==> src/rtl/alu_system_control_unit.sv <==
// Multi-cycle fetch/execute controller for the ALU system datapath.
// Optional macro CTRL_SINGLE_STEP_EN: EX returns to IDLE so each Start pulse runs one instruction.
module alu_system_control_unit (
  input  logic        Clock,
  input  logic        Reset,
  input  logic        Start,
  input  logic [15:0] IROut,
  input  logic [3:0]  ALUOutFlag,
  output logic [2:0]  RF_OutASel,
  output logic [2:0]  RF_OutBSel,
  output logic [2:0]  RF_FunSel,
  output logic [3:0]  RF_RegSel,
  output logic [3:0]  RF_ScrSel,
  output logic [4:0]  ALU_FunSel,
  output logic [1:0]  ARF_OutCSel,
  output logic [1:0]  ARF_OutDSel,
  output logic [2:0]  ARF_FunSel,
  output logic [2:0]  ARF_RegSel,
  output logic        IR_LH,
  output logic        IR_Write,
  output logic        Mem_CS,
  output logic        Mem_WR,
  output logic        ALU_WF,
  output logic [1:0]  MuxASel,
  output logic [1:0]  MuxBSel,
  output logic        MuxCSel,
  output logic [2:0]  State,
  output logic        Halted,
  output logic        Illegal
);

  localparam logic [2:0] FS_LOAD    = 3'b010;
  localparam logic [2:0] FS_INC     = 3'b001;
  localparam logic [4:0] ALU_PASS_A = 5'b10000;
  localparam int         Z_BIT      = 3;

  typedef enum logic [2:0] {
    S_IDLE = 3'd0,
    S_FL   = 3'd1,
    S_FH   = 3'd2,
    S_EX   = 3'd3,
    S_HALT = 3'd4
  } state_t;

  state_t r_state, w_next;
  logic   r_halted, r_illegal;
  logic   w_set_illegal, w_enter_halt;

  logic [3:0] w_op;
  logic [1:0] w_rd, w_rs1, w_rs2;
  logic [4:0] w_fn;
  logic [3:0] w_rd_sel;
  logic       w_unused_flags;

  assign w_op     = IROut[15:12];
  assign w_rd     = IROut[11:10];
  assign w_rs1    = IROut[9:8];
  assign w_rs2    = IROut[7:6];
  assign w_fn     = IROut[4:0];
  assign w_rd_sel = 4'b1000 >> w_rd;
  // Only the zero flag steers control; the rest of the flag word is unused here.
  assign w_unused_flags = ^ALUOutFlag;

  // NOTE: sequential state uses non-blocking assignments so every register sees pre-edge values.
  always_ff @(posedge Clock) begin
    if (!Reset) begin
      r_state   <= S_IDLE;
      r_halted  <= 1'b0;
      r_illegal <= 1'b0;
    end else begin
      r_state <= w_next;
      if (w_set_illegal) r_illegal <= 1'b1;
      if (w_enter_halt)  r_halted  <= 1'b1;
    end
  end

  // NOTE: every combinational output gets a default first, so no path can infer a latch.
  always_comb begin
    RF_OutASel    = 3'd0;
    RF_OutBSel    = 3'd0;
    RF_FunSel     = FS_LOAD;
    RF_RegSel     = 4'd0;
    RF_ScrSel     = 4'd0;
    ALU_FunSel    = 5'd0;
    ARF_OutCSel   = 2'd0;
    ARF_OutDSel   = 2'd0;
    ARF_FunSel    = FS_LOAD;
    ARF_RegSel    = 3'd0;
    IR_LH         = 1'b0;
    IR_Write      = 1'b0;
    Mem_CS        = 1'b1;
    Mem_WR        = 1'b0;
    ALU_WF        = 1'b0;
    MuxASel       = 2'd0;
    MuxBSel       = 2'd0;
    MuxCSel       = 1'b0;
    w_next        = r_state;
    w_set_illegal = 1'b0;
    w_enter_halt  = 1'b0;

    case (r_state)
      S_IDLE: if (Start) w_next = S_FL;
      S_FL, S_FH: begin
        // Fetch byte at PC into the selected IR half, then bump PC.
        Mem_CS      = 1'b0;
        IR_Write    = 1'b1;
        IR_LH       = (r_state == S_FH);
        ARF_OutDSel = 2'b00;
        ARF_RegSel  = 3'b100;
        ARF_FunSel  = FS_INC;
        w_next      = (r_state == S_FL) ? S_FH : S_EX;
      end
      S_EX: begin
`ifdef CTRL_SINGLE_STEP_EN
        w_next = S_IDLE;
`else
        w_next = S_FL;
`endif
        case (w_op)
          4'h0: ;
          4'h1: begin
            MuxASel   = 2'b11;
            RF_FunSel = FS_LOAD;
            RF_RegSel = w_rd_sel;
          end
          4'h2: begin
            RF_OutASel = {1'b0, w_rs1};
            RF_OutBSel = {1'b0, w_rs2};
            ALU_FunSel = w_fn;
            ALU_WF     = 1'b1;
            MuxASel    = 2'b00;
            RF_RegSel  = w_rd_sel;
          end
          4'h3: begin
            ARF_OutDSel = 2'b10;
            Mem_CS      = 1'b0;
            MuxASel     = 2'b10;
            RF_RegSel   = w_rd_sel;
          end
          4'h4: begin
            RF_OutASel  = {1'b0, w_rd};
            ALU_FunSel  = ALU_PASS_A;
            MuxCSel     = 1'b0;
            ARF_OutDSel = 2'b10;
            Mem_CS      = 1'b0;
            Mem_WR      = 1'b1;
          end
          4'h5: begin
            MuxBSel    = 2'b11;
            ARF_RegSel = 3'b010;
            ARF_FunSel = FS_LOAD;
          end
          4'h6: begin
            if (ALUOutFlag[Z_BIT]) begin
              MuxBSel    = 2'b11;
              ARF_RegSel = 3'b100;
              ARF_FunSel = FS_LOAD;
            end
          end
          4'hF: begin
            w_next       = S_HALT;
            w_enter_halt = 1'b1;
          end
          default: w_set_illegal = 1'b1;
        endcase
      end
      S_HALT: w_next = S_HALT;
      default: w_next = S_IDLE;
    endcase
  end

  assign State   = r_state;
  assign Halted  = r_halted;
  assign Illegal = r_illegal;

endmodule

==> config.mk <==
export PLATFORM = sky130hd
export DESIGN_NAME = alu_system_control_unit
export DESIGN_NICKNAME = d
export VERILOG_FILES = /design/src/rtl/alu_system_control_unit.sv
export SDC_FILE = /design/constraint.sdc
export NUM_CORES = 1
export LEC_CHECK = 0
export ABC_AREA = 1
export CELL_PAD_IN_SITES_DETAIL_PLACEMENT = 1
export CELL_PAD_IN_SITES_GLOBAL_PLACEMENT = 1
export CORE_UTILIZATION = 14
export CTS_CLUSTER_SIZE = 40
export DETAILED_ROUTE_END_ITERATION = 10
export PLACE_DENSITY = 0.87
export SYNTH_ARGS = -nofsm -noshare
export SYNTH_HDL_FRONTEND = slang
export SYNTH_SLANG_ARGS = --single-unit
==> constraint.sdc <==
create_clock -name Clock -period 1.35 [get_ports Clock]
set_clock_uncertainty 0.1 [all_clocks]
set_input_delay 0.27 -clock Clock [delete_from_list [all_inputs] [get_ports Clock]]
set_output_delay 0.27 -clock Clock [all_outputs]
set_load 0.01 [all_outputs]
# After elaboration in Yosys (flattened, before gate mapping)
# Index checks and enable logic that the tools add are counted.
[classes]
n_eq_ne = 12
n_shift = 1
muxes = 35
n_reduce_logical = 6
[op_table]
columns = ["cell", "n"]
rows = [
  ["2-bit 2-to-1 mux", 9],
  ["4-bit by 3-bit == test with 1-bit output, second input constant", 3],
  ["1-bit 2-to-1 mux", 12],
  ["2-bit one-hot mux with 2 select lines", 3],
  ["3-bit one-hot mux with 2 select lines", 2],
  ["3-bit one-hot mux with 4 select lines", 1],
  ["5-bit one-hot mux with 2 select lines", 1],
  ["3-bit 2-to-1 mux", 3],
  ["4-bit by 2-bit == test with 1-bit output, second input constant", 2],
  ["4-bit 2-to-1 mux", 2],
  ["8-bit OR reduction", 1],
  ["3-bit by 2-bit == test with 1-bit output, second input constant", 2],
  ["5-bit 2-to-1 mux", 1],
  ["4-bit by 1-bit == test with 1-bit output, second input constant", 1],
  ["4-bit == test, second input constant", 1],
  ["4-bit zero test", 1],
  ["2-bit OR reduction", 2],
  ["4-bit by 2-bit right shift with 4-bit output, first input constant", 1],
  ["3-bit by 1-bit == test with 1-bit output, second input constant", 1],
  ["3-bit == test, second input constant", 1],
  ["3-bit zero test", 1],
  ["3-bit OR reduction", 1],
  ["2-bit != test, second input constant", 1],
  ["1-bit one-hot mux with 2 select lines", 1],
]
[word_totals]
register_bits = 5
input_bits = 23
output_inout_bits = 47
elab_cells = 57

# Longest topological paths before layout
# Gate-level depths: netlist (run 1).
[logic_depth]
word_depth = 4
depth_mapped = 6
depth_no_buf = 6

# Worst setup path after synthesis (run 1)
# OpenSTA, ideal clock, no wires.
[synth_path]
path_kind = "register to output"
start = "register r_state[0], in the netlist State[0]"
end = "output MuxBSel[1]"
t_arrival_ps = 1287
required_ps = 980
slack_ps = -307
path_stages_with_launch = 7
path_cell_list = "dfxtp_1 nand2_1 nor2_4 inv_2 buf_6 a21oi_1 buf_4"
[synth_between]
elab_chain_len = 2
[synth_lines]
columns = ["item", "line_no", "rtl"]
rows = [
  ["start, declared", "45", "state_t r_state, w_next;"],
  ["start signal, assigned", "71", "r_state <= w_next;"],
  ["3-bit by 2-bit == test with 1-bit output", "101", "case (r_state)"],
  ["2-bit 2-to-1 mux", "101", ""],
  ["end, declared", "25", "output logic [1:0] MuxBSel,"],
]
# No other way between the ends.

# Worst setup path in the final report (run 1)
[layout_path]
start = "register r_state[0], in the netlist State[0]"
end = "output MuxBSel[0]"
# Same word-level chain as after synthesis.

==> impl_metrics.csv, run 1 <==
group,metric,value,unit
run_status,status,"finished, violations left",
run_status,failed_checks,"negative setup slack",
die,die_h,68.6,um
place,io_buffers,50,
clock_network,cts_buffer_depth,2,
power_and_ir_drop,p_total,0.821,mW
synthesis,yosysSeqAreaShare,0.161,
grt,grt_overflow,0,
clock_network,postCtsHoldBufs,0,
die,design.portCount,70,
worst_setup_path,start_kind,"flop",
place,place_congestion,0.678,
sta,hold_viol,0,
power_and_ir_drop,pwr-share-clk,0.331,
synthesis,synth_area,622,um2
worst_setup_path,regToRegSetupSlack,60,ps
synthesis,synth_top_flop_cell,"dfxtp_1",
finish,area_growth,128,%
grt,grt_max_degree,7,
drt,drtIter0Drc,18,
synthesis,synth_cells,107,
die,dieArea,4710,um2
power_and_ir_drop,p_leak,0.749,nW
grt,antenna_found_initial,0,
grt,grt_usage,0.0975,
drt,dr.pass1.iters,3,
finish,n_antenna_cell,0,
flow_run,max_cap_viol_count,0,
drt,finalWirelength,2260,um
drt,drc,0,
finish,final_nets,210,
die,initial_utilization,0.150,
clock_network,insertion_delay,220,ps
grt,grt_pass1_wl,3480,um
clock_network,cts_tree,"yes",
clock_network,cts_sinks,5,
die,die_w,68.6,um
power_and_ir_drop,switching_share,0.312,
die,coreArea,4140,um2
clock_network,cts_root_buf,"clkbuf_8",
clock_network,cts_buffers,3,
synthesis,synth_top_area_share,0.205,
synthesis,synth_seq_cells,5,
synthesis,synth.largest_area_cell,"buf_4",
sta,setup_ws,-353,ps
synthesis,synthTopCellsByCount,"inv_1, buf_4, nor2_1",
finish,nFillCells,525,
synthesis,yosysMostFrequentCell,"inv_1",
sta,report.final.slew_viol_count,0,
drt,antenna_left,0,
hold_path,hold_path.class,"reg2reg",
drt,vias,873,
synthesis,synth_edf_count,0,
worst_setup_path,crit_type,"reg2out",
grt,grt_pass1_vias,868,
finish,design_area,1420,um2
power_and_ir_drop,seq_power_share,0.205,
sta,rsz0062_at_grt,"yes",
clock_network,ctsHtreeMaxLevel,1,
place,place_ws,-1030,ps
synthesis,yosysWarnings,0,
place,dpl.hpwl,1730,um
worst_setup_path,cp-end-kind,"primary output",
synthesis,ys_types,18,
worst_setup_path,required,980,ps
synthesis,ys_top_cells_by_area,"buf_4, dfxtp_1, inv_1",
sta,period_needed,1700,ps
clock_network,clk_pin_slew_worst_paths,40,ps
finish,drive_gt1_frac,0.548,
worst_setup_path,crit_fanout,5,
synthesis,syn_area_per_cell,5.81,um2
power_and_ir_drop,p_int,0.565,mW
drt,drt-vias-per-instance,3.70,
drt,post_drt_wl_per_cell,9.58,um
sta,fmax,0.587,GHz
power_and_ir_drop,vdd_drop_max,0.270,mV
power_and_ir_drop,power_density,580,nW/um2
sta,min_period_over_period,1.26,
synthesis,synthArstFlopShare,0,
sta,setup_viol_count_final,28,
power_and_ir_drop,comb_power_share,0.464,
die,row_count,23,
worst_setup_path,arrival,1330,ps
power_and_ir_drop,p_sw,0.256,mW
sta,fin_tns_setup,-7940,ps
place,placed_cell_area,1310,um2
timing repair:
item                       CTS  global route
setup endpoints to repair   36            29
buffers inserted             6             4
resized for setup          137            16
cloned                       0             0
pin swaps                    9             5
sequential cells by signal (all words and copies together), names as in the netlist:
name	count
Halted	1
Illegal	1
State	3
worst max-delay path, stage by stage, from the launching register on:
cell     delay [ps]
dfxtp_4         360
nand2_4          60
nor2_4          130
inv_4            70
buf_4           140
buf_6           110
a21oi_4         110
buf_2           140
layout by cell type, fill, tap and decap left out, types with 3 or more instances in the layout:
| cell | n |
|---|---|
| dlygate4sd2_1 | 6 |
| nor3_2 | 5 |
| nand3_2 | 3 |
| conb_1 | 15 |
| a21oi_1 | 4 |
| nor2_4 | 7 |
| nor2_1 | 7 |
| buf_6 | 7 |
| inv_1 | 19 |
| nand2_2 | 5 |
| buf_4 | 25 |
| nor2_2 | 6 |
| nand2_1 | 10 |
| clkdlybuf4s50_1 | 15 |
| clkbuf_8 | 3 |
| nand3_1 | 3 |
| buf_2 | 24 |
| o21ai_2 | 3 |
cell families after synthesis:
| kind of cell | after synthesis | synth area share |
|---|---|---|
| buffers and inverters | 41 | 0.362 |
| other | 2 | 0.0121 |
| and+or+nand+nor | 49 | 0.366 |
| AOI/OAI and AO/OA | 10 | 0.0986 |
| DFF | 5 | 0.161 |
routing by layer:
metal / global-route usage / vias to the layer above / wire (um)
li1: - / 449 / -
met1: 0.0936 / 383 / 830
met2: 0.202 / 39 / 1190
met3: 0.0230 / 2 / 222
met4: 0.0234 / 0 / 16
met5: 0 / - / 0
path summary, 6_finish.rpt:
kind                         startpoint                     to  cells after the start
setup reg to reg  State[0]$_SDFFE_PN0P_  State[2]$_SDFFE_PN0P_                      7
hold reg to reg     Halted$_SDFFE_PN0P_    Halted$_SDFFE_PN0P_                      2
hold / removal      Halted$_SDFFE_PN0P_    Halted$_SDFFE_PN0P_                      2
setup / recovery  State[0]$_SDFFE_PN0P_             MuxBSel[0]                      7
power groups by stage:
stage | logic [mW] | registers, mW | clock network [mW]
after floorplan | 0.164 | 0.175 | 0
after global placement | 0.342 | 0.170 | 0
after detailed placement | 0.347 | 0.172 | 0
after CTS | 0.353 | 0.169 | 0.282
after global routing | 0.422 | 0.170 | 0.292
final | 0.381 | 0.169 | 0.272
per-stage QoR:
stage | instances | utilization | hold slack, ps
3_5_place_dp | 222 | 0.316 | 352
5_1_grt | 236 | 0.341 | 383
6_report | 236 | 0.341 | 350
3_3_place_gp | 222 | 0.316 | 344
2_1_floorplan | 120 | - | 302
4_1_cts | 232 | 0.329 | 355
layout make-up:
cell class / instances / area, um2 / area share
multi-input combinational: 74 / 492 / 0.347
sequential: 5 / 109 / 0.0769
tap: 50 / 62.6 / 0.0442
timing repair buffer: 80 / 616 / 0.435
inverter: 23 / 91.3 / 0.0645
clock buffer: 4 / 45.0 / 0.0318
Power figures use the tool's default switching activity.
==> run 2: changes to the inputs <==
--- a/config.mk
+++ b/config.mk
@@ -8,10 +8,11 @@
 export ABC_AREA = 1
 export CELL_PAD_IN_SITES_DETAIL_PLACEMENT = 1
 export CELL_PAD_IN_SITES_GLOBAL_PLACEMENT = 1
-export CORE_UTILIZATION = 14
+export CORE_UTILIZATION = 17
 export CTS_CLUSTER_SIZE = 40
 export DETAILED_ROUTE_END_ITERATION = 10
-export PLACE_DENSITY = 0.87
+export PLACE_DENSITY = 0.95
 export SYNTH_ARGS = -nofsm -noshare
 export SYNTH_HDL_FRONTEND = slang
 export SYNTH_SLANG_ARGS = --single-unit
+export TNS_END_PERCENT = 100
==> constraint.sdc (replaced) <==
create_clock -name Clock -period 2.1 [get_ports Clock]
set_clock_uncertainty 0.1 [all_clocks]
set_input_delay 0.63 -clock Clock [delete_from_list [all_inputs] [get_ports Clock]]
set_output_delay 0.63 -clock Clock [all_outputs]
set_load 0.01 [all_outputs]
==> impl_metrics.csv, run 2 (synthesis results as in run 1) <==
group,metric,value,unit
worst_setup_path,crit_fanout,4,
finish,largest_reg_flops,3,
sta,min_period_over_period,1.04,
place,dp.cells,215,
worst_setup_path,start_kind,"input pin",
worst_setup_path,cp_num_buf_inv,4,
power_and_ir_drop,power_density,332,nW/um2
sta,rsz0062_at_grt,"yes",
die,coreArea,3420,um2
worst_setup_path,crit_type,"in2out",
finish,final_cell_count_no_fill,229,
drt,finalWirelength,2660,um
sta,period_needed,2190,ps
drt,post_drt_wl_per_cell,11.6,um
clock_network,cts_root_buf,"clkbuf_4",
place,dpl.hpwl,2000,um
grt,grt_pass1_wl,4350,um
die,initial_utilization,0.182,
run_status,failed_checks,"negative setup slack",
drt,drc,0,
grt,antenna_found_initial,0,
drt,vias,910,
sta,fmax,0.457,GHz
place,place_congestion,0.751,
hold_path,hold_path.class,"reg2reg",
sta,report.final.slew_viol_count,0,
finish,n_antenna_cell,0,
flow_run,max_cap_viol_count,0,
finish,fin_util,0.411,
die,die_h,62.5,um
grt,grt_pass1_vias,915,
worst_setup_path,cp-end-kind,"primary output",
finish,drive_gt1_frac,0.536,
run_status,status,"finished, violations left",
drt,dr.pass1.iters,2,
drt,drt-vias-per-instance,3.97,
clock_network,cts_buffers,3,
finish,area_growth,126,%
sta,hold_viol,0,
finish,final_nets,207,
place,io_buffers,50,
grt,grt_max_degree,7,
power_and_ir_drop,p_leak,0.707,nW
die,dieArea,3900,um2
worst_setup_path,arrival,1460,ps
worst_setup_path,reg2reg_from,"State[0]$_SDFFE_PN0P_",
worst_setup_path,crit_start,"IROut[13]",
clock_network,clk_pin_slew_worst_paths,40,ps
clock_network,insertion_delay,250,ps
power_and_ir_drop,vdd_drop_max,0.183,mV
drt,antenna_left,0,
clock_network,postCtsHoldBufs,0,
die,design.portCount,70,
sta,setup_viol_count_final,18,
die,row_count,21,
grt,grt_overflow,0,
worst_setup_path,cp_top_family,"buffers and inverters",
sta,fin_tns_setup,-650,ps
hold_path,worstHoldStart,"Halted$_SDFFE_PN0P_",
worst_setup_path,required,1370,ps
clock_network,ctsHtreeMaxLevel,1,
worst_setup_path,cp_slowest_cell,"buf_2",
finish,final_common_cell,"buf_2",
finish,layout_common_cells,"buf_2, buf_4, clkdlybuf4s50_1, inv_1, conb_1",
worst_setup_path,slowest_delay,140,ps
sta,setup_ws,-85.9,ps
worst_setup_path,cp_cell_sequence,"buf_6 -> inv_2 -> nor2_4 -> nand2_2 -> nor2_4 -> buf_6 -> nand2_2 -> o21ai_1 -> buf_2",
drt,drtIter0Drc,16,
grt,grt_usage,0.138,
clock_network,cts_buffer_depth,2,
clock_network,cts_tree,"yes",
clock_network,cts_sinks,5,
die,die_w,62.5,um
==> run 2: cell count changes in the layout (fill, tap and decap cells not counted), moves of 4 or more <==
cell and change:
buf_6 +6, buf_2 -5, inv_1 -4, buf_4 -7
nor2_2 -4, inv_2 +4
==> run 2: routing by layer <==
layer  share of wire  track usage  vias to the layer above
met5               0            0                        -
met4               0       0.0262                        0
met3           0.065       0.0310                        0
met2            0.53        0.265                       45
met1            0.40        0.153                      421
li1                -            -                      444
==> run 2: worst reg2reg max path, stage by stage (launching register included) <==
cell and delay [ps]:
dfxtp_2 330, buf_4 120, nor2_1 50, nor2_1 160, nand2_2 110, buf_4 150, buf_4 120, nor2_1 100
==> run 2: final timing paths <==
kind	slack, ps	end	cells after the start
worst max-delay path	-90	RF_OutASel[0]	9
worst min-delay path	350	Halted$_SDFFE_PN0P_	2
worst max register to register	800	State[1]$_SDFFE_PN0P_	7
worst min register to register	350	Halted$_SDFFE_PN0P_	2
==> run 2: where the power goes <==
group          leakage (nW)  internal, mW  switching, mW  total [mW]
Clock                0.0150        0.0721         0.0444       0.117
Combinational         0.650         0.122          0.121       0.244
Sequential           0.0414         0.102        0.00398       0.106
Total                 0.707         0.296          0.170       0.466
==> run 2: repair_timing <==
item	4_1_cts	5_1_grt
resized for setup	161	24
endpoints found under the setup margin	27	25
pin swaps	11	6
setup buffers	8	2
==> run 2: area by class of cell <==
type | instances | area (um2)
Fill cell | 443 | 2010
Clock buffer | 4 | 26.3
Sequential cell | 5 | 103
Timing Repair Buffer | 77 | 647
Multi-Input combinational cell | 74 | 479
Tap cell | 46 | 57.6
Inverter | 23 | 91.3
==> run 2: per-stage QoR <==
step	hold WS (ps)	setup WS, ps	power, mW	instance area, um2
after floorplan	374	25.3	0.207	671
after global placement	340	-1020	0.312	1230
after detailed placement	349	-1100	0.319	1230
after CTS	357	-86.7	0.450	1330
after global routing	392	-157	0.498	1400
final	349	-85.9	0.466	1400
